===== config.mk =====
export PLATFORM = sky130hd
export DESIGN_NAME = vga_pattern_gen
export DESIGN_NICKNAME = d
export VERILOG_FILES = /design/src/rtl/vga_pattern_gen.sv
export SDC_FILE = /design/constraint.sdc
export NUM_CORES = 1
export LEC_CHECK = 0
export ABC_AREA = 1
export CORE_ASPECT_RATIO = 0.7
export CORE_MARGIN = 5
export CORE_UTILIZATION = 40
export DETAILED_ROUTE_END_ITERATION = 8
export DONT_BUFFER_PORTS = 1
export PLACE_DENSITY = 0.56
export SLEW_MARGIN = 15
export SYNTH_ARGS = -nofsm -noshare
export SYNTH_HDL_FRONTEND = slang
export SYNTH_SLANG_ARGS = --single-unit
export TNS_END_PERCENT = 5

===== constraint.sdc =====
create_clock -name clk_main -period 2.2 [get_ports clk_main]
set_input_delay 0.44 -clock clk_main [delete_from_list [all_inputs] [get_ports clk_main]]
set_output_delay 0.44 -clock clk_main [all_outputs]
set_load 0.05 [all_outputs]

===== src/rtl/vga_pattern_gen.sv =====
// VGA sync timing and eight-way test-pattern generator with one registered output stage.
// mode is sampled only at frame end, so a pattern change never lands mid-frame.
module vga_pattern_gen #(
  parameter int H_ACTIVE  = 640,
  parameter int H_FP      = 16,
  parameter int H_SYNC    = 96,
  parameter int H_BP      = 48,
  parameter int V_ACTIVE  = 480,
  parameter int V_FP      = 10,
  parameter int V_SYNC    = 2,
  parameter int V_BP      = 33,
  parameter int COLOR_W   = 4,
  parameter bit HSYNC_POL = 1'b0,
  parameter bit VSYNC_POL = 1'b0,
  parameter int HW        = 11,
  parameter int VW        = 10
) (
  input  logic               clk_main,
  input  logic               rst,
  input  logic [2:0]         mode,
  output logic [COLOR_W-1:0] red_o,
  output logic [COLOR_W-1:0] green_o,
  output logic [COLOR_W-1:0] blue_o,
  output logic               hsync_o,
  output logic               vsync_o,
  output logic               de_o,
  output logic [HW-1:0]      hcount_o,
  output logic [VW-1:0]      vcount_o,
  output logic               frame_start_o
);

  localparam int H_TOTAL = H_ACTIVE + H_FP + H_SYNC + H_BP;
  localparam int V_TOTAL = V_ACTIVE + V_FP + V_SYNC + V_BP;
  localparam int BAR_W   = H_ACTIVE / 8;
  localparam logic [COLOR_W-1:0] C_MAX  = {COLOR_W{1'b1}};
  localparam logic [COLOR_W-1:0] C_ZERO = '0;

  // One extra bit so window ends equal to the total never wrap.
  typedef logic [HW:0] hx_t;
  typedef logic [VW:0] vx_t;

  logic [HW-1:0] r_h;
  logic [VW-1:0] r_v;
  logic [2:0]    r_mode_q;
  logic [HW-1:0] r_bar_x;

  logic               w_h_last, w_frame_end, w_active;
  logic               w_hs_win, w_vs_win, w_in_bar, w_border, w_checker;
  logic [2:0]         w_idx;
  logic [HW-1:0]      w_bar_next;
  logic [COLOR_W-1:0] w_r, w_g, w_b;

  assign w_h_last    = (r_h == HW'(H_TOTAL - 1));
  assign w_frame_end = w_h_last && (r_v == VW'(V_TOTAL - 1));
  assign w_active    = ({1'b0, r_h} < hx_t'(H_ACTIVE)) && ({1'b0, r_v} < vx_t'(V_ACTIVE));
  assign w_hs_win    = ({1'b0, r_h} >= hx_t'(H_ACTIVE + H_FP)) &&
                       ({1'b0, r_h} <  hx_t'(H_ACTIVE + H_FP + H_SYNC));
  assign w_vs_win    = ({1'b0, r_v} >= vx_t'(V_ACTIVE + V_FP)) &&
                       ({1'b0, r_v} <  vx_t'(V_ACTIVE + V_FP + V_SYNC));
  assign w_in_bar    = ({1'b0, r_h} >= {1'b0, r_bar_x}) &&
                       ({1'b0, r_h} <  ({1'b0, r_bar_x} + hx_t'(16)));
  assign w_border    = (r_h == '0) || (r_h == HW'(H_ACTIVE - 1)) ||
                       (r_v == '0) || (r_v == VW'(V_ACTIVE - 1));
  assign w_checker   = r_h[5] ^ r_v[5];
  assign w_bar_next  = (({1'b0, r_bar_x} + hx_t'(4)) > hx_t'(H_ACTIVE - 16)) ? '0
                                                                              : r_bar_x + HW'(4);

  always_ff @(posedge clk_main or negedge rst) begin
    if (!rst) begin
      r_h      <= '0;
      r_v      <= '0;
      r_mode_q <= '0;
      r_bar_x  <= '0;
    end else begin
      r_h <= w_h_last ? '0 : r_h + HW'(1);
      if (w_h_last) begin
        r_v <= (r_v == VW'(V_TOTAL - 1)) ? '0 : r_v + VW'(1);
      end
      if (w_frame_end) begin
        r_mode_q <= mode;
        r_bar_x  <= w_bar_next;
      end
    end
  end

  // Colour-bar index by threshold compare, avoiding a divider.
  always_comb begin
    w_idx = '0;
    for (int k = 1; k < 8; k++) begin
      if ({1'b0, r_h} >= hx_t'(k * BAR_W)) w_idx = 3'(k);
    end
  end

  always_comb begin
    w_r = C_ZERO;
    w_g = C_ZERO;
    w_b = C_ZERO;
    case (r_mode_q)
      3'd1: begin w_r = C_MAX; w_g = C_MAX; w_b = C_MAX; end
      3'd2: begin
        w_r = {COLOR_W{~w_idx[1]}};
        w_g = {COLOR_W{~w_idx[2]}};
        w_b = {COLOR_W{~w_idx[0]}};
      end
      3'd3: if (w_checker) begin w_r = C_MAX; w_g = C_MAX; w_b = C_MAX; end
      3'd4: begin
        w_r = r_h[COLOR_W+3:4]; w_g = r_h[COLOR_W+3:4]; w_b = r_h[COLOR_W+3:4];
      end
      3'd5: begin
        w_r = r_v[COLOR_W+3:4]; w_g = r_v[COLOR_W+3:4]; w_b = r_v[COLOR_W+3:4];
      end
      3'd6: begin
        w_b = C_MAX;
        if (w_in_bar) begin w_r = C_MAX; w_g = C_MAX; end
      end
      3'd7: if (w_border) begin w_r = C_MAX; w_g = C_MAX; w_b = C_MAX; end
      default: ;
    endcase
    if (!w_active) begin
      w_r = C_ZERO;
      w_g = C_ZERO;
      w_b = C_ZERO;
    end
  end

  always_ff @(posedge clk_main or negedge rst) begin
    if (!rst) begin
      red_o         <= '0;
      green_o       <= '0;
      blue_o        <= '0;
      hsync_o       <= ~HSYNC_POL;
      vsync_o       <= ~VSYNC_POL;
      de_o          <= 1'b0;
      hcount_o      <= '0;
      vcount_o      <= '0;
      frame_start_o <= 1'b0;
    end else begin
      red_o         <= w_r;
      green_o       <= w_g;
      blue_o        <= w_b;
      hsync_o       <= w_hs_win ? HSYNC_POL : ~HSYNC_POL;
      vsync_o       <= w_vs_win ? VSYNC_POL : ~VSYNC_POL;
      de_o          <= w_active;
      hcount_o      <= r_h;
      vcount_o      <= r_v;
      frame_start_o <= (r_h == '0) && (r_v == '0);
    end
  end

endmodule


# Word level (Yosys, flattened, before mapping)
# Cells that the tools add are included.
# W data, S select, Z words.
# classes
n_addsub	5
n_lt_le_gt_ge	16
eq_ne	11
muxes	21
bitwise_logic	4
reduce_logical	12
# op_table
operator	n
$pmux W4 S7	2
$ge A11 B9 Y1 const B	3
$mux W4	6
$pmux W4 S6	1
$eq A11 B10 Y1 const B	2
$ge A11 B10 Y1 const B	2
$ge A11 B8 Y1 const B	2
$lt A11 B10 Y1 const B	2
$mux W11	2
$lt A10 B9 Y1 const B	2
$mux W3	6
$add A11 B3 Y12 const B	1
$add A11 B5 Y12 const B	1
$eq A3 B3 Y1 const B	4
$gt A12 B10 Y1 const B	1
$lt A11 B12 Y1	1
$add A11 B1 Y11 const B	1
$add A11 B3 Y11 const B	1
$ge A11 B11 Y1	1
$ge A11 B7 Y1 const B	1
$logic_not A11 Y1	1
$add A10 B1 Y10 const B	1
$eq A10 B10 Y1 const B	1
$eq A10 B9 Y1 const B	1
other kinds (11)	23
# word_totals
register_bits	72
input_bits	5
output_inout_bits	37
word_cells	82

# Longest topological paths before layout
# depth
ltp_word	11
depth_mapped	15
depth_no_buf	14

# Worst setup path before layout
# OpenSTA, ideal clock, no wires.
# synth_timing
path_kind	flip-flop to flip-flop
start	register r_bar_x[6]
end	register green_o[0]
setup_time_ps	114
t_arrival_ps	1776
t_required_ps	2086
path_slack_ps	310
path_stages_with_launch	16
path_buffers	1
period_less_slack_ps	1890
cell_sequence	dfrtp_1 -> buf_2 -> nand3_1 -> xor2_1 -> ha_1 -> nand2_1 -> nor2_1 -> nand2_1 -> nand3_1 -> nand2_1 -> nand2_1 -> nand2_1 -> nand2_1 -> nand4_1 -> nand2_1 -> inv_1
# synth_via
elab_chain_cells	6
word_cells_on_any_way	7
cone_classes	add/sub (1); order compare (2); mux (3); reduce/logical (1)
# synth_lines
item	line_no	text
from (decl)	45	logic [HW-1:0] r_bar_x;
from (signal assigned)	81	r_bar_x <= w_bar_next;
$add A11 B5 Y12	61	({1'b0, r_h} < ({1'b0, r_bar_x} + hx_t'(16)));
$lt A11 B12 Y1	61	
$logic_and A1 B1 Y1 (*)	60	assign w_in_bar = ({1'b0, r_h} >= {1'b0, r_bar_x}) &&
$mux W4 (*)	114	if (w_in_bar) begin w_r = C_MAX; w_g = C_MAX; end
$pmux W4 S7 (*)	98	case (r_mode_q)
$mux W4 (*)	119	if (!w_active) begin
via w_g[0]	51	logic [COLOR_W-1:0] w_r, w_g, w_b;
to (signal assigned)	139	green_o <= w_g;
to (decl)	22	output logic [COLOR_W-1:0] green_o,
# The timed path passes the listed nets; every way through them passes the cells marked *.
# A chain may end at the register's enable or synchronous reset.

# Worst setup path after layout
# layout_timing
start	register r_bar_x[4]
end	register green_o[0]
# Same word-level chain as after synthesis.

==> flow_summary.ini <==
[routing]
first_pass_iters = 4
drc = 0
antenna_left = 0
wl_per_cell_um = 14.2
vias_per_cell = 4.97
drtIter0Drc = 273
vias = 2931
wirelength_mm = 8.40

[critical_path]
worst-path-max-fanout = 8
critPathBufInv = 2
critical_path_class = flip-flop to flip-flop
crit_top_cell = nand2_1
slowest_stage = dfrtp_2
r2r_setup_slack_ns = 0.20
crit_path_cell_trace = ha_4 -> inv_1 -> ha_1 -> nand2_1 -> nor2_1 -> nand2_1 -> nand3_1 -> nand2_1 -> nand2_1 -> nand2_2 -> nand2_4 -> nand4_1 -> nand2_1 -> inv_1
endpoint_kind = flip-flop
critPathTopFamily = simple AND/OR/NAND/NOR gates
cp.arrival_ns = 2.22
worst_path_largest_cell_delay_ns = 0.47
crit_required_ns = 2.43
startpoint_type = flip-flop

[clock_tree]
clockRootBuffer = clkbuf_16
clkLatencyLatePin_ns = 0.33
htreeDepth = 3
clkTransAtPathRegs_ns = 0.06
cts_tree = yes
cts_buffers = 9
clkSinkCount = 70
cts_max_path_buffers = 2

[logic_synthesis]
synth_xor_area_frac = 0.0396
yosysWarnings = 0
yosys.area_share.adder = 0.0766
ys_types = 40
syn_area_sq_um = 3760
synth_area_leader_cell = dfrtp_1
synth_top_family_by_area = simple AND/OR/NAND/NOR gates
ys_ff_latch = 70
avgSynthCellArea_sq_um = 8.37
synthTopCellsByArea = dfrtp_1, nand2_1, ha_1
synth_seq_area_share = 0.467
synth_compound_area_frac = 0.0806
synth_mux_area_frac = 0
synth.top_cell.area_share = 0.453
synth_cells = 449
syn_nets = 477
synthSimpleGateAreaFrac = 0.255

[power]
vdd_drop_max_v = 0.000393
power.total_uw = 2660
p_leak_uw = 0.00206
power_density_nw_per_um2 = 624

[job]
maxCapViolCount = 0

[sta]
slew-limit-headroom = 0.687
timing.hold.ws_ns = -0.00736
fmax_ghz = 0.501
skew_ns = 0.00544
finalHoldViolations = 28
setup_violations = 0
post-route-period-util = 0.908
min_period_ns = 2.00
drv_slew = 0
grt_setup_unrepaired = yes
worstMarginPinSlew_ns = 0.470
finalSetupTns_ns = 0

[final_layout]
syn2layout_area_growth_pct = 13.6
final_cell_area_sq_um = 4270
drive_gt1_frac = 0.120
nets = 489
n_antenna_cell = 0
final_cells = 590

[die]
fp-row-count = 29
core-area_sq_um = 9110
die_x_um = 126
die_h_um = 91.1
io_pins = 42
floorplan.initialDensity = 0.413
dieArea_sq_um = 11500

[global_route]
grt_max_degree = 71
grt_pass1_wl_mm = 14.4
grt_pass1_vias = 2930
grt_overflow_total = 0
grt.total_usage = 0.156
grt_antenna_before_repair = 0

[placed_design]
postPlaceCellArea_sq_um = 3910
dp_cells = 572
io_buffers = 0
gp_congestion = 0.880
hpwl_mm = 6.27

[outcome]
status = finished, violations left
violations = negative hold slack

[worst_hold_path]
hold_path_class = input port to asynchronous set/reset pin
## synth_stat cells, drive strengths merged
library cell / count
a21o: 1
buf: 4
o21a: 1
o22ai: 9
and2: 1
o31ai: 1
xnor2: 1
a31oi: 2
or2: 3
dfstp: 2
nand4: 13
or3: 1
nor3b: 1
inv: 74
nand3: 27
nand2: 93
xor2: 16
nand3b: 2
nor3: 7
o211ai: 1
dfrtp: 68
a211oi: 2
nor2: 62
o21ai: 17
ha: 23
a21oi: 17
## logic make-up (layout without fill, tap and decap cells)
logic type               Yosys count  count (layout)
XOR/XNOR                          17              17
AO/OA/AOI/OAI                     51              51
buffers and inverters             78              95
AND/OR/NAND/NOR                  210             210
flip-flops                        70              70
adder cells (fa/ha/maj)           23              23
## cells in the final DEF (no fill, tap or decap), drive strengths merged
master,count
a211oi,2
o21a,1
nor3b,1
o211ai,1
dfstp,2
and2,1
nand3b,2
ha,23
o21ai,17
or2,3
nand4,13
buf,5
xnor2,1
nor3,7
nand2,93
o31ai,1
a31oi,2
clkinvlp,1
a21oi,17
o22ai,9
clkbuf,10
nor2,62
clkinv,3
a21o,1
or3,1
dfrtp,68
xor2,16
nand3,27
inv,76
## sequential cells by signal (all words and copies together) (netlist names), 3 cells and up
name,cells
hcount_o,11
r_h,11
r_v,10
vcount_o,10
r_bar_x,9
blue_o,4
green_o,4
red_o,4
r_mode_q,3
## per-stage QoR
step                       util  worst slack [ns]
final                     0.469             0.203
after global routing      0.469           0.00918
after CTS                 0.463            0.0336
after detailed placement  0.429            0.0502
after global placement    0.429             0.155
after floorplan               -             0.310
## layout make-up
class,count,area [sq um]
well taps,124,155
flip-flops and latches,70,1760
clock inverters,6,43.8
clock buffers,10,239
multi-input cells,301,1740
repair buffers,5,57.6
fillers,890,4840
inverters,74,278
## metal layers
metal / routed length (um) / vias up / GRT usage / part of all wire
met2: 3490 / 73 / 0.223 / 0.42
li1: - / 1462 / - / -
met1: 4240 / 1378 / 0.222 / 0.50
met5: 0 / - / 0 / 0
met4: 150 / 0 / 0.0509 / 0.018
met3: 518 / 18 / 0.0540 / 0.062
## where the power goes
part	switching (uW)	internal (uW)	total, uW
clock	550	798	1350
sequential	0	1290	1290
combinational	23.3	5.24	28.6
total	573	2090	2660
## path summary, 6_finish.rpt
check | depth (start not counted) | to | from
worst min register to register | 0 | vcount_o[1]$_DFF_PN0_ | r_v[1]$_DFFE_PN0N_
min in group clk_main | 2 | r_mode_q[2]$_DFFE_PN0P_ | mode[2]
worst max-delay path | 14 | green_o[0]$_DFF_PN0_ | r_bar_x[4]$_DFFE_PN0P_
max in group asynchronous | 1 | r_bar_x[5]$_DFFE_PN0P_ | rst
worst max register to register | 14 | green_o[0]$_DFF_PN0_ | r_bar_x[4]$_DFFE_PN0P_
worst min-delay path | 1 | hcount_o[1]$_DFF_PN0_ | rst
## timing repair
action,in CTS,in global routing
endpoints found under the setup margin,0,8
hold buffers,1,0
endpoints found under the hold margin,70,0
resized for setup,0,10
setup buffers,0,1
Power figures use the tool's default switching activity.
